### config.mk
export PLATFORM = sky130hd
export DESIGN_NAME = uart_rx
export DESIGN_NICKNAME = d
export VERILOG_FILES = /design/src/rtl/uart_rx.sv
export SDC_FILE = /design/constraint.sdc
export NUM_CORES = 1
export LEC_CHECK = 0
export CAP_MARGIN = 20
export CORE_ASPECT_RATIO = 0.6
export CORE_UTILIZATION = 30
export DETAILED_ROUTE_END_ITERATION = 6
export GPL_ROUTABILITY_DRIVEN = 0
export RECOVER_POWER = 25
export SETUP_SLACK_MARGIN = 0.3
export SLEW_MARGIN = 10
export SYNTH_ARGS = -nofsm -noshare
export SYNTH_HDL_FRONTEND = slang
export SYNTH_SLANG_ARGS = --single-unit
### constraint.sdc
create_clock -name clk -period 1.5 [get_ports clk]
set_clock_uncertainty 0.05 [all_clocks]
set_input_delay 0.3 -clock clk [delete_from_list [all_inputs] [get_ports clk]]
set_output_delay 0.3 -clock clk [all_outputs]
set_load 0.01 [all_outputs]
### src/rtl/uart_rx.sv
// uart_rx: UART receiver with 2-flop input synchronizer, mid-bit sampling and framing-error detection
// Ports:
//   clk            rising-edge clock
//   reset          synchronous active-high reset
//   i_serial_data  asynchronous serial line, idle high
//   o_rx_data      last correctly received payload
//   o_rx_done      one-cycle pulse when o_rx_data updates
//   o_rx_busy      high while a frame is being received
//   o_frame_err    one-cycle pulse on a bad stop bit
module uart_rx #(
  parameter int BIT_RATE     = 115200,
  parameter int CLK_FREQ     = 10_000_000,
  parameter int PAYLOAD_BITS = 8
) (
  input  logic                    clk,
  input  logic                    reset,
  input  logic                    i_serial_data,
  output logic [PAYLOAD_BITS-1:0] o_rx_data,
  output logic                    o_rx_done,
  output logic                    o_rx_busy,
  output logic                    o_frame_err
);
  localparam int CYCLES_PER_BIT = CLK_FREQ / BIT_RATE;
  localparam int HALF_BIT       = CYCLES_PER_BIT / 2;
  localparam int CW             = $clog2(CYCLES_PER_BIT) + 1;
  localparam int IW             = $clog2(PAYLOAD_BITS) + 1;
  typedef enum logic [2:0] {IDLE, START, DATA, STOP, WAIT_HIGH} state_t;
  state_t                  r_state;
  logic [1:0]              r_sync;
  logic [CW-1:0]           r_cnt;
  logic [IW-1:0]           r_idx;
  logic [PAYLOAD_BITS-1:0] r_shift;
  logic                    w_rx_s;
  logic                    w_half;
  logic                    w_full;
  assign w_rx_s = r_sync[1];
  assign w_half = r_cnt == CW'(HALF_BIT - 1);
  assign w_full = r_cnt == CW'(CYCLES_PER_BIT - 1);
  always_ff @(posedge clk) begin
    if (reset) begin
      r_state     <= IDLE;
      r_sync      <= 2'b11;
      r_cnt       <= '0;
      r_idx       <= '0;
      r_shift     <= '0;
      o_rx_data   <= '0;
      o_rx_done   <= 1'b0;
      o_rx_busy   <= 1'b0;
      o_frame_err <= 1'b0;
    end else begin
      r_sync      <= {r_sync[0], i_serial_data};
      o_rx_done   <= 1'b0;
      o_frame_err <= 1'b0;
      case (r_state)
        IDLE:
          if (!w_rx_s) begin
            r_cnt     <= '0;
            r_state   <= START;
            o_rx_busy <= 1'b1;
          end
        // a start bit still low at its midpoint is genuine; otherwise it was a glitch
        START:
          if (w_half) begin
            r_cnt     <= '0;
            r_idx     <= '0;
            r_state   <= w_rx_s ? IDLE : DATA;
            o_rx_busy <= !w_rx_s;
          end else r_cnt <= r_cnt + 1'b1;
        // bits arrive LSB first, so shifting in at the MSB leaves bit 0 at the LSB
        DATA:
          if (w_full) begin
            r_cnt   <= '0;
            r_shift <= {w_rx_s, r_shift[PAYLOAD_BITS-1:1]};
            r_idx   <= r_idx + 1'b1;
            if (r_idx == IW'(PAYLOAD_BITS - 1)) r_state <= STOP;
          end else r_cnt <= r_cnt + 1'b1;
        // leaving at stop-bit middle gives half a bit of slack for back-to-back frames
        STOP:
          if (w_full) begin
            r_cnt <= '0;
            if (w_rx_s) begin
              o_rx_data <= r_shift;
              o_rx_done <= 1'b1;
              o_rx_busy <= 1'b0;
              r_state   <= IDLE;
            end else begin
              o_frame_err <= 1'b1;
              r_state     <= WAIT_HIGH;
            end
          end else r_cnt <= r_cnt + 1'b1;
        // a held-low line (break) must not be mistaken for new start bits
        WAIT_HIGH:
          if (w_rx_s) begin
            o_rx_busy <= 1'b0;
            r_state   <= IDLE;
          end
        default: r_state <= IDLE;
      endcase
    end
  end
endmodule

======== Word level (Yosys, flattened, before mapping) ========
Index checks and enable logic that the tools add are counted.
W data, S select, Z words.
operators by class
  $add $sub $neg .......................... 2
  multipliers ............................. 0
  divide/modulo/power cells ............... 0
  $lt $le $gt $ge ......................... 0
  equal/unequal tests ..................... 13
  shift operators ......................... 0
  muxes and demuxes ....................... 23
  bitwise logic cells ..................... 2
  reduce and logical (&&, ||, !) cells .... 13
operators with widths
  cell                   number
  $mux W8                3
  $pmux W8 S3            1
  $mux W3                7
  $pmux W3 S5            1
  $ne A2 B2 Y1 const B   6
  $add A8 B1 Y8 const B  1
  $eq A8 B6 Y1 const B   1
  $eq A8 B7 Y1 const B   1
  $mux W4                2
  $pmux W4 S2            1
  $eq A3 B2 Y1 const B   2
  $mux W1                6
  $reduce_and A3 Y1      2
  $reduce_and A6 Y1      1
  $add A4 B1 Y4 const B  1
  $eq A4 B3 Y1 const B   1
  $pmux W1 S4            1
  $reduce_and A2 Y1      2
  $reduce_and A4 Y1      1
  $reduce_bool A4 Y1     1
  $eq A3 B1 Y1 const B   1
  $eq A3 B3 Y1 const B   1
  $logic_not A3 Y1       1
  $reduce_bool A3 Y1     1
  6 further kinds        7
storage, ports and cells
  register bits after elaboration ......... 36
  latch bits .............................. 0
  RAM bits ................................ 0
  memory bits (read-only) ................. 0
  input bits .............................. 3
  output and inout bits ................... 11
  logic and storage cells ................. 62
  memories ................................ 0

======== Depth between registers and ports, before layout ========
  depth in word-level cells ............... 4
  mapped depth ............................ 7
  mapped depth without buffers ............ 6

======== Worst setup path after synthesis ========
OpenSTA, ideal clock, no wires.
  kind .................................... register -> register
  start ................................... reg r_cnt[0]
  end ..................................... reg r_idx[3]
  setup time .............................. 0.116 ns
  data arrival time ....................... 1.354 ns
  slack ................................... -0.020 ns
  cell stages (with the launch flop) ...... 7
  buffers on the path ..................... 0
  clock period less this slack ............ 1.520 ns
  cells stage by stage .................... dfxtp_1 -> inv_1 -> ha_1 -> and4bb_1 -> nand3_2 -> a221o_1 -> o211a_1
between the ends
  cells in the longest elaborated chain, start to end .. 3
RTL lines
  element                                       RTL line  text
  from (decl)                                   30        logic [CW-1:0] r_cnt;
  from (signal assigned)                        68        end else r_cnt <= r_cnt + 1'b1;
  from (signal assigned)                        76        end else r_cnt <= r_cnt + 1'b1;
  from (signal assigned)                        90        end else r_cnt <= r_cnt + 1'b1;
  $eq A8 B7 Y1 or $eq A8 B6 Y1 (tied branches)  38, 37
  $ne A2 B2 Y1 (no source line)                 -
  $reduce_and A3 Y1 (no source line) *          -
  to (signal assigned)                          74        r_idx <= r_idx + 1'b1;
  to (decl)                                     31        logic [IW-1:0] r_idx;
Mark *: on every way between the ends. The rest lies on a longest branch, timed or not.
A chain may end at the register's enable or synchronous reset.

======== Worst setup path after layout ========
Ends and elaborated chain as after synthesis.

==> flow_summary.ini <==
[synth]
syn_inst = 202
synth_nets = 209
synthFlopType = dfxtp_1
synth_top_area_cell = dfxtp_1
yosys.area_share.simple = 0.286
synthTopCellsByArea = dfxtp_1 42%, nand2_1 6.9%, a21oi_1 5.8%, mux2i_1 5.2%, nor2_1 3.9%
synth_edf_count = 0
synth_compound_area_frac = 0.178
async_flop_share = 0
synth_xor_area_frac = 0
yosysWarningCount = 0
synth_top_family_by_area = simple AND/OR/NAND/NOR gates
synth_top_area_frac = 0.416
ys_types = 51
synth_fa_ha_area_frac = 0.0289
ys_seq_elements = 36
synth-seq-area-share = 0.416
syn_area_um2 = 1730
avgSynthCellArea_um2 = 8.57
synthMuxAreaShare = 0.0521

[timing]
fin_crit_sh = 1.04
post-route-min-period_ps = 1560
tightest_slew_ps = 371
max_slew_margin = 0.752
whs_ps = 360
setup_ws_ps = -58.8
final_max_slew_viol_count = 0
fmax_ghz = 0.642
setup_viol = 11
grt_setup_unrepaired = true
hold_viol = 0
setup_tns_ps = -344

[route]
via_count = 1584
post_drt_via_cell_ratio = 4.89
wl_um = 4420
wire_per_inst_um = 13.6
drtPass1Iterations = 4
drc = 0
antenna_left = 0
drtIter0Drc = 73

[placed_design]
numPortBuffers = 13
hpwlAfterDp_um = 2900
place_ws_ps = -69.1
dp.cells = 310

[final_layout]
final_cells = 324
area_delta_synth_final_pct = 44.3
antenna_cells = 0
drive_gt1_frac = 0.433
regArea_um2 = 741
finalNetCount = 253
fillCellCount = 523
final_core_util = 0.471
multi_input_area_um2 = 1160

[floorplan]
die_x_um = 100
coreArea_um2 = 5310
io-pin-count = 14
fp.dieH_um = 60.8
rows = 20
die-area_um2 = 6090
start_util = 0.326

[status]
violations = negative setup slack
status = complete, but fails checks

[grt]
grt_use_total = 0.151
grt_pass1_vias = 1370
grt_overflow = 0
antenna_found_initial = 0
grt_pass1_wl_um = 6880
grt_max_degree = 25

[worst_setup_path]
worst-setup-path-type = reg -> reg
crit_required_ps = 1640
crit_fanout = 4
slowest_stage = dfxtp_4
cp-end-kind = flop
cp_slowest_stage_delay_ps = 370
critPathLaunchType = flop
crit_chain = inv_4 -> ha_4 -> and4bb_2 -> nand3_2 -> a221o_1 -> o211a_1
crit_arrival_ps = 1700

[clocking]
cts_num_sinks = 36
clkLatencyLatePin_ps = 300
cts_max_level = 2
cts_buffer_depth = 2
cts_buffers = 5
cts_tree = done
cts_root_buf = clkbuf_8
clk_pin_slew_ps = 80
hold_buffers = 0

[power_and_ir_drop]
power.leakage_nw = 1.01
ir_drop_v = 0.000300
powerDensity_nw_per_um2 = 779

[worst_hold_path]
hp-class = reg -> reg

[run]
maxCapViolations = 0
cells by family after synthesis:
logic type,count (synthesis)
multiplexers,9
adder cells (fa/ha/maj),4
AND/OR/NAND/NOR,90
AO/OA/AOI/OAI,48
flip-flops,36
buffers and inverters,15
cell usage after synthesis (3+ instances only):
cell type  number
dfxtp_1        36
nand2_1        32
a21oi_1        20
nor2_1         18
mux2i_1         9
clkbuf_1        6
nand3_1         6
o22ai_1         6
inv_1           5
nor3_1          5
ha_1            4
o21ai_0         4
nand4_1         3
power breakdown:
group	switching (mW)	internal (mW)
clock	0.381	0.492
combinational	0.0585	0.0429
sequential	0.0112	0.961
flip-flops by register name, indices dropped and copies added, names as in the netlist:
register	flops
o_rx_busy	1
o_rx_done	1
r_state	3
r_shift	8
r_idx	4
r_cnt	8
o_frame_err	1
r_sync	2
o_rx_data	8
layout make-up:
type                            instances  share of cell area
Inverter                                5             0.00952
Multi-Input combinational cell        151               0.464
Tap cell                               77              0.0386
Timing Repair Buffer                   47               0.146
Sequential cell                        36               0.297
Clock inverter                          3              0.0170
Clock buffer                            5              0.0276
metal layers:
layer / wire length [um] / part of all wire / global-route usage / vias to the layer above
met5: 0 / 0 / 0 / -
met4: 19 / 0.0043 / 0.0373 / 0
met3: 267 / 0.060 / 0.0426 / 3
met2: 1760 / 0.40 / 0.203 / 40
met1: 2360 / 0.54 / 0.232 / 737
li1: - / - / - / 804
critical path: cells and delay by family (launching register included):
family / cells / cell delay (ps)
AOI/OAI and AO/OA: 2 / 490
adders and majority gates: 1 / 110
buffers and inverters: 1 / 60
DFF: 1 / 370
and+or+nand+nor: 2 / 390
final timing paths:
path                               from                     to  slack, ps  cells past startpoint
hold reg to reg    r_sync[0]$_SDFF_PP1_   r_sync[1]$_SDFF_PP1_        360                      1
setup reg to reg  r_cnt[0]$_SDFFE_PP0P_  r_idx[3]$_SDFFE_PP0P_        -60                      6
setup / recovery  r_cnt[0]$_SDFFE_PP0P_  r_idx[3]$_SDFFE_PP0P_        -60                      6
hold / removal     r_sync[0]$_SDFF_PP1_   r_sync[1]$_SDFF_PP1_        360                      1
layout by cell type, fill, tap and decap left out, types with 6 or more instances in the layout:
| master | n |
|---|---|
| a21oi_1 | 16 |
| buf_2 | 10 |
| buf_4 | 27 |
| buf_6 | 6 |
| dfxtp_1 | 24 |
| dfxtp_2 | 10 |
| mux2i_1 | 9 |
| nand2_1 | 31 |
| nor2_1 | 17 |
stage by stage:
stage	cell area [um^2]	power, mW
2_1_floorplan	1740	1.04
3_3_place_gp	2140	1.08
3_5_place_dp	2140	1.08
4_1_cts	2450	1.96
5_1_grt	2500	2.02
6_report	2500	1.95
timing repair:
| action | 4_1_cts | 5_1_grt |
|---|---|---|
| setup endpoints to repair | 45 | 45 |
| buffers inserted | 5 | 1 |
| resized for setup | 70 | 32 |
| cloned | 0 | 0 |
| hold endpoints to repair | 0 | 0 |
| pin swaps | 21 | 11 |
(Power assumes the default switching activity.)
==> patch 1: new RTL, config.mk and constraints unchanged <==
`PAYLOAD_BITS`: 8 -> 16.
--- a/src/rtl/uart_rx.sv
+++ b/src/rtl/uart_rx.sv
@@ -10,7 +10,7 @@
 module uart_rx #(
   parameter int BIT_RATE     = 115200,
   parameter int CLK_FREQ     = 10_000_000,
-  parameter int PAYLOAD_BITS = 8
+  parameter int PAYLOAD_BITS = 16
 ) (
   input  logic                    clk,
   input  logic                    reset,
Ports: changed (resized o_rx_data); port bits go from 14 to 22. The function was not compared with the original's and may differ.
==> patch 1 against the original RTL <==
- the run still ends with negative setup slack left
- utilization down 1.4 points
- final area increased by 34%
- routed wire length increased by 26%
- worst setup slack worse by 190 ps
- sequential cell count grew 17
- global-route usage shrank 0.94 points
- area after synthesis increased by 33%
- synthesized cell count up 30%
- total power up 38%
- critical endpoint is now r_cnt[7]
==> patch 1: results (changes against the original RTL) <==
status finished with violations; failing checks negative setup slack; CTS root buffer clkbuf_16; VDD IR-drop max 0.426 mV (+42%); total track usage 14.2% (-0.94 points); Leakage 1.36 nW (+34%); Largest regs o_rx_data (16), r_shift (16), r_cnt (8); Port Buffers 21 (+8); Critical Path End r_cnt[7]; cells after synthesis 263 (+30%); worst slew pin tran 481 ps (+109 ps); first-pass GRT wire length 9030 um (+31%); largest net degree at the start of global routing 28 (+12%); Seq/Total Area, Yosys 46.3% (+4.6 points); Post-Route WL 5550 um (+26%); Critical Path AT 1920 ps (+220 ps); DR vias 2,048 (+29%); Worst R2R Path Depth 7 (+1); met2 usage 20.3% (+0.052 points); Post-Synth XOR/XNOR Area 0.382% (+0.38 points); Syn Nets 271 (+30%); reg-to-reg slack, setup -250 ps (-190 ps); post-synth cell types 44 (-14%); highest-delay cell along the critical path a2111oi_4; Final Non-Filler Cells 428 (+32%); crit-path max FO 8 (+4); number of DRC markers in iteration 0 108 (+48%); adder-cell share of the synthesized area 2.73% (-0.16 points); nets 331 (+31%); endpoints failing setup 49 (+38); Hold WS 362 ps (+1.24 ps); layout cells sized above 1 40.1% (-3.2 points); Area contributors post-synth dfxtp_1 46%, mux2i_1 7.9%, nand2_1 7.5%; Filler Cell Count 719 (+37%); GRT met1 Usage 20.5% (-2.7 points); GR met3 Demand/Resource 4.11% (-0.15 points); Placed Cells 409 (+32%); fin worst setup slack -253 ps (-194 ps)
## patch 1: changes by cell type after synthesis, moves of 3 or more
| cell | before | now |
|---|---|---|
| o21ai_0 | 4 | 1 |
| nand2_1 | 32 | 46 |
| a21oi_1 | 20 | 26 |
| nor3_1 | 5 | 8 |
| clkbuf_1 | 6 | 11 |
| mux2i_1 | 9 | 18 |
| dfxtp_1 | 36 | 53 |
## patch 1: routing by layer
metal,vias to the layer above,routed length [um],part of all wire [%]
met5,-,0,0
met4,0,40,0.72
met3,7,204,3.7
met2,36,2300,41
met1,959,3000,54
li1,1046,-,-
## patch 1: stage by stage
stage	power, mW	setup slack (ps)	instance area (um^2)	setup TNS, ps	util, %
after CTS	2.72	-255	3320	-5770	45.4
final	2.69	-253	3350	-7930	45.7
after global routing	2.77	-338	3350	-12000	45.7
after floorplan	1.52	-171	2380	-1840	-
after global placement	1.56	-255	2940	-5580	40.2
after detailed placement	1.56	-360	2940	-6560	40.2
## patch 1: cell type report
type,instances,share of cell area (%)
Clock buffer,5,3.74
Multi-Input combinational cell,187,38.5
Sequential cell,53,32.5
Clock inverter,3,0.635
Timing Repair Buffer,69,19.9
Tap cell,104,3.89
Inverter,7,0.785
## patch 1: power breakdown
group          total (mW)  internal (mW)  leakage (nW)  switching (mW)
sequential           1.42           1.41         0.438         0.00779
clock                1.15          0.622        0.0702           0.526
combinational       0.119         0.0510         0.851          0.0679
## patch 1: kinds of logic after synthesis
group,count (synthesis)
and+or+nand+nor,111
DFF,53
AOI/OAI and AO/OA,52
buffers and inverters,23
muxes,18
adders and majority gates,5
xor gates and xnor gates,1
## patch 1: repair_timing
item                                    CTS  global route
gates resized for setup                  92            31
pin swaps                                 8             8
endpoints found under the setup margin   70            64
gates cloned                              2             0
setup buffers                             6             3
==> patch 2: new RTL, same flow settings <==
Without the edit above. Re-encode `state_t` (5 states) as one-hot, 5 bits wide.
--- a/src/rtl/uart_rx.sv
+++ b/src/rtl/uart_rx.sv
@@ -24,7 +24,7 @@
   localparam int HALF_BIT       = CYCLES_PER_BIT / 2;
   localparam int CW             = $clog2(CYCLES_PER_BIT) + 1;
   localparam int IW             = $clog2(PAYLOAD_BITS) + 1;
-  typedef enum logic [2:0] {IDLE, START, DATA, STOP, WAIT_HIGH} state_t;
+  typedef enum logic [4:0] {IDLE = 5'b00001, START = 5'b00010, DATA = 5'b00100, STOP = 5'b01000, WAIT_HIGH = 5'b10000} state_t;
   state_t                  r_state;
   logic [1:0]              r_sync;
   logic [CW-1:0]           r_cnt;
Function: same outputs for any inputs over 10 cycles, from zero or initial values and one cycle with reset high; not proved beyond that.
==> patch 2 against the original RTL <==
- clock power up 16%
- die area is 13% higher
- final area up 19%
- worst setup slack worse by 160 ps
- routed wire length increased by 31%
- total power increased by 12%
- the flow still finishes with violations (negative setup slack)
- sequential cell count is 2 higher
- area after synthesis is 14% higher
- largest cell class unchanged
- utilization grew 0.63 points
==> patch 2: results (changes against the original RTL) <==
Post-DP Area 2560 um^2 (+20%); Rel. slew slack 75.0% (-0.26 points); Synth Warn # 0 (unchanged); DR vias/cell 5.22 (+6.7%); first-pass GRT wire length 9230 um (+34%); Clk Latency, worst-skew pair 300 ps (about the same); Leakage 1.12 nW (+10%); post-synth cell types 49 (-3.9%); Final Non-Filler Cells 385 (+19%); Filler Cell Count 603 (+15%); CTS root buffer clkbuf_8; Largest stage delay, worst path 370 ps (about the same); drt first pass iters 4 (unchanged); drt wl/cell 15.0 um (+10%); Compound-Gate Fraction of Synth Area 24.4% (+6.6 points); failing checks negative setup slack; Port Buffers 13 (unchanged); post-placement setup slack -208 ps (-139 ps); Final HPWL DP 3940 um (+36%); highest-delay cell along the critical path dfxtp_2; Multi-input gate area 1320 um^2 (+13%); multiplexer area fraction after synthesis 0% (-5.2 points); number of DRC markers in iteration 0 177 (+140%); crit-path max FO 4 (unchanged); Hold Path Class reg -> reg; CTS H-tree depth 2 (unchanged); Setup TNS -4690 ps (-4340 ps); VDD IR-drop max 0.489 mV (+63%); largest net degree at the start of global routing 14 (-44%); Synth Flop Type dfxtp_1; layout cells sized above 1 46.2% (+2.9 points); hold_buf cts 0 (unchanged); fin worst setup slack -218 ps (-159 ps); status finished with violations; nets 307 (+21%); Area contributors post-synth dfxtp_1 39%, a21oi_1 7.4%, nand3_1 4.6%; Post-Synth XOR/XNOR Area 1.34% (+1.3 points); async set-reset flop share out of synthesis 0% (unchanged); synth cell count leaders 38 x dfxtp_1, 29 x a21oi_1, 24 x nand2_1; ANT cells 0 (unchanged); Placed Cells 365 (+18%); Seq/Total Area, Yosys 38.7% (-2.9 points); initial antenna violation count 0 (unchanged); adder-cell share of the synthesized area 2.55% (-0.34 points); total track usage 17.1% (+2.0 points); Crit path max-delay family compound AO/OA/AOI/OAI gates; clk slew on worst S/H paths 80 ps (about the same); cells after synthesis 236 (+17%); vias in the first global route 1,832 (+34%); endpoints failing setup 34 (+23)
[patch 2: cell count changes after synthesis, moves of 3 or more]
| cell | change |
|---|---|
| nor2_1 | -9 |
| and4_1 | +3 |
| o211ai_1 | +4 |
| nand3_1 | +12 |
| a21oi_1 | +9 |
| o21ai_0 | +9 |
| nand2_1 | -8 |
| buf_2 | +5 |
| nor3_1 | +3 |
| mux2i_1 | -9 |
[patch 2: logic make-up after synthesis]
group	Yosys count
XOR/XNOR	3
flip-flops	38
AO/OA/AOI/OAI	73
AND/OR/NAND/NOR	96
adder cells (fa/ha/maj)	4
buffers and inverters	22
[patch 2: worst paths after layout]
path | slack [ps] | endpoint | start | depth (start not counted)
worst max-delay path | -220 | r_cnt[2] | r_cnt[1] | 7
worst min-delay path | 360 | r_sync[1] | r_sync[0] | 1
worst max register to register | -220 | r_cnt[2] | r_cnt[1] | 7
worst min register to register | 360 | r_sync[1] | r_sync[0] | 1
[patch 2: layout make-up]
class / count / area share (%)
Inverter: 6 / 0.759
Sequential cell: 38 / 26.6
Multi-Input combinational cell: 176 / 44.3
Tap cell: 84 / 3.54
Clock buffer: 6 / 3.16
Timing Repair Buffer: 73 / 20.3
Clock inverter: 2 / 1.31
[patch 2: timing repair]
item	CTS	global route
gates cloned	1	1
pin swaps	8	21
resized for setup	57	54
setup buffers	6	4
hold endpoints to repair	0	0
setup endpoints to repair	47	43
[patch 2: routing by layer]
metal | track usage (%) | vias up | share of wire, %
li1 | - | 1008 | -
met3 | 3.62 | 2 | 5.0
met5 | 0 | - | 0
met4 | 5.65 | 0 | 0.59
met2 | 22.1 | 47 | 40
met1 | 27.1 | 951 | 54
[patch 2: power by group]
group	internal, mW	switching (mW)
combinational	0.0692	0.0763
sequential	1.01	0.00640
clock	0.600	0.411
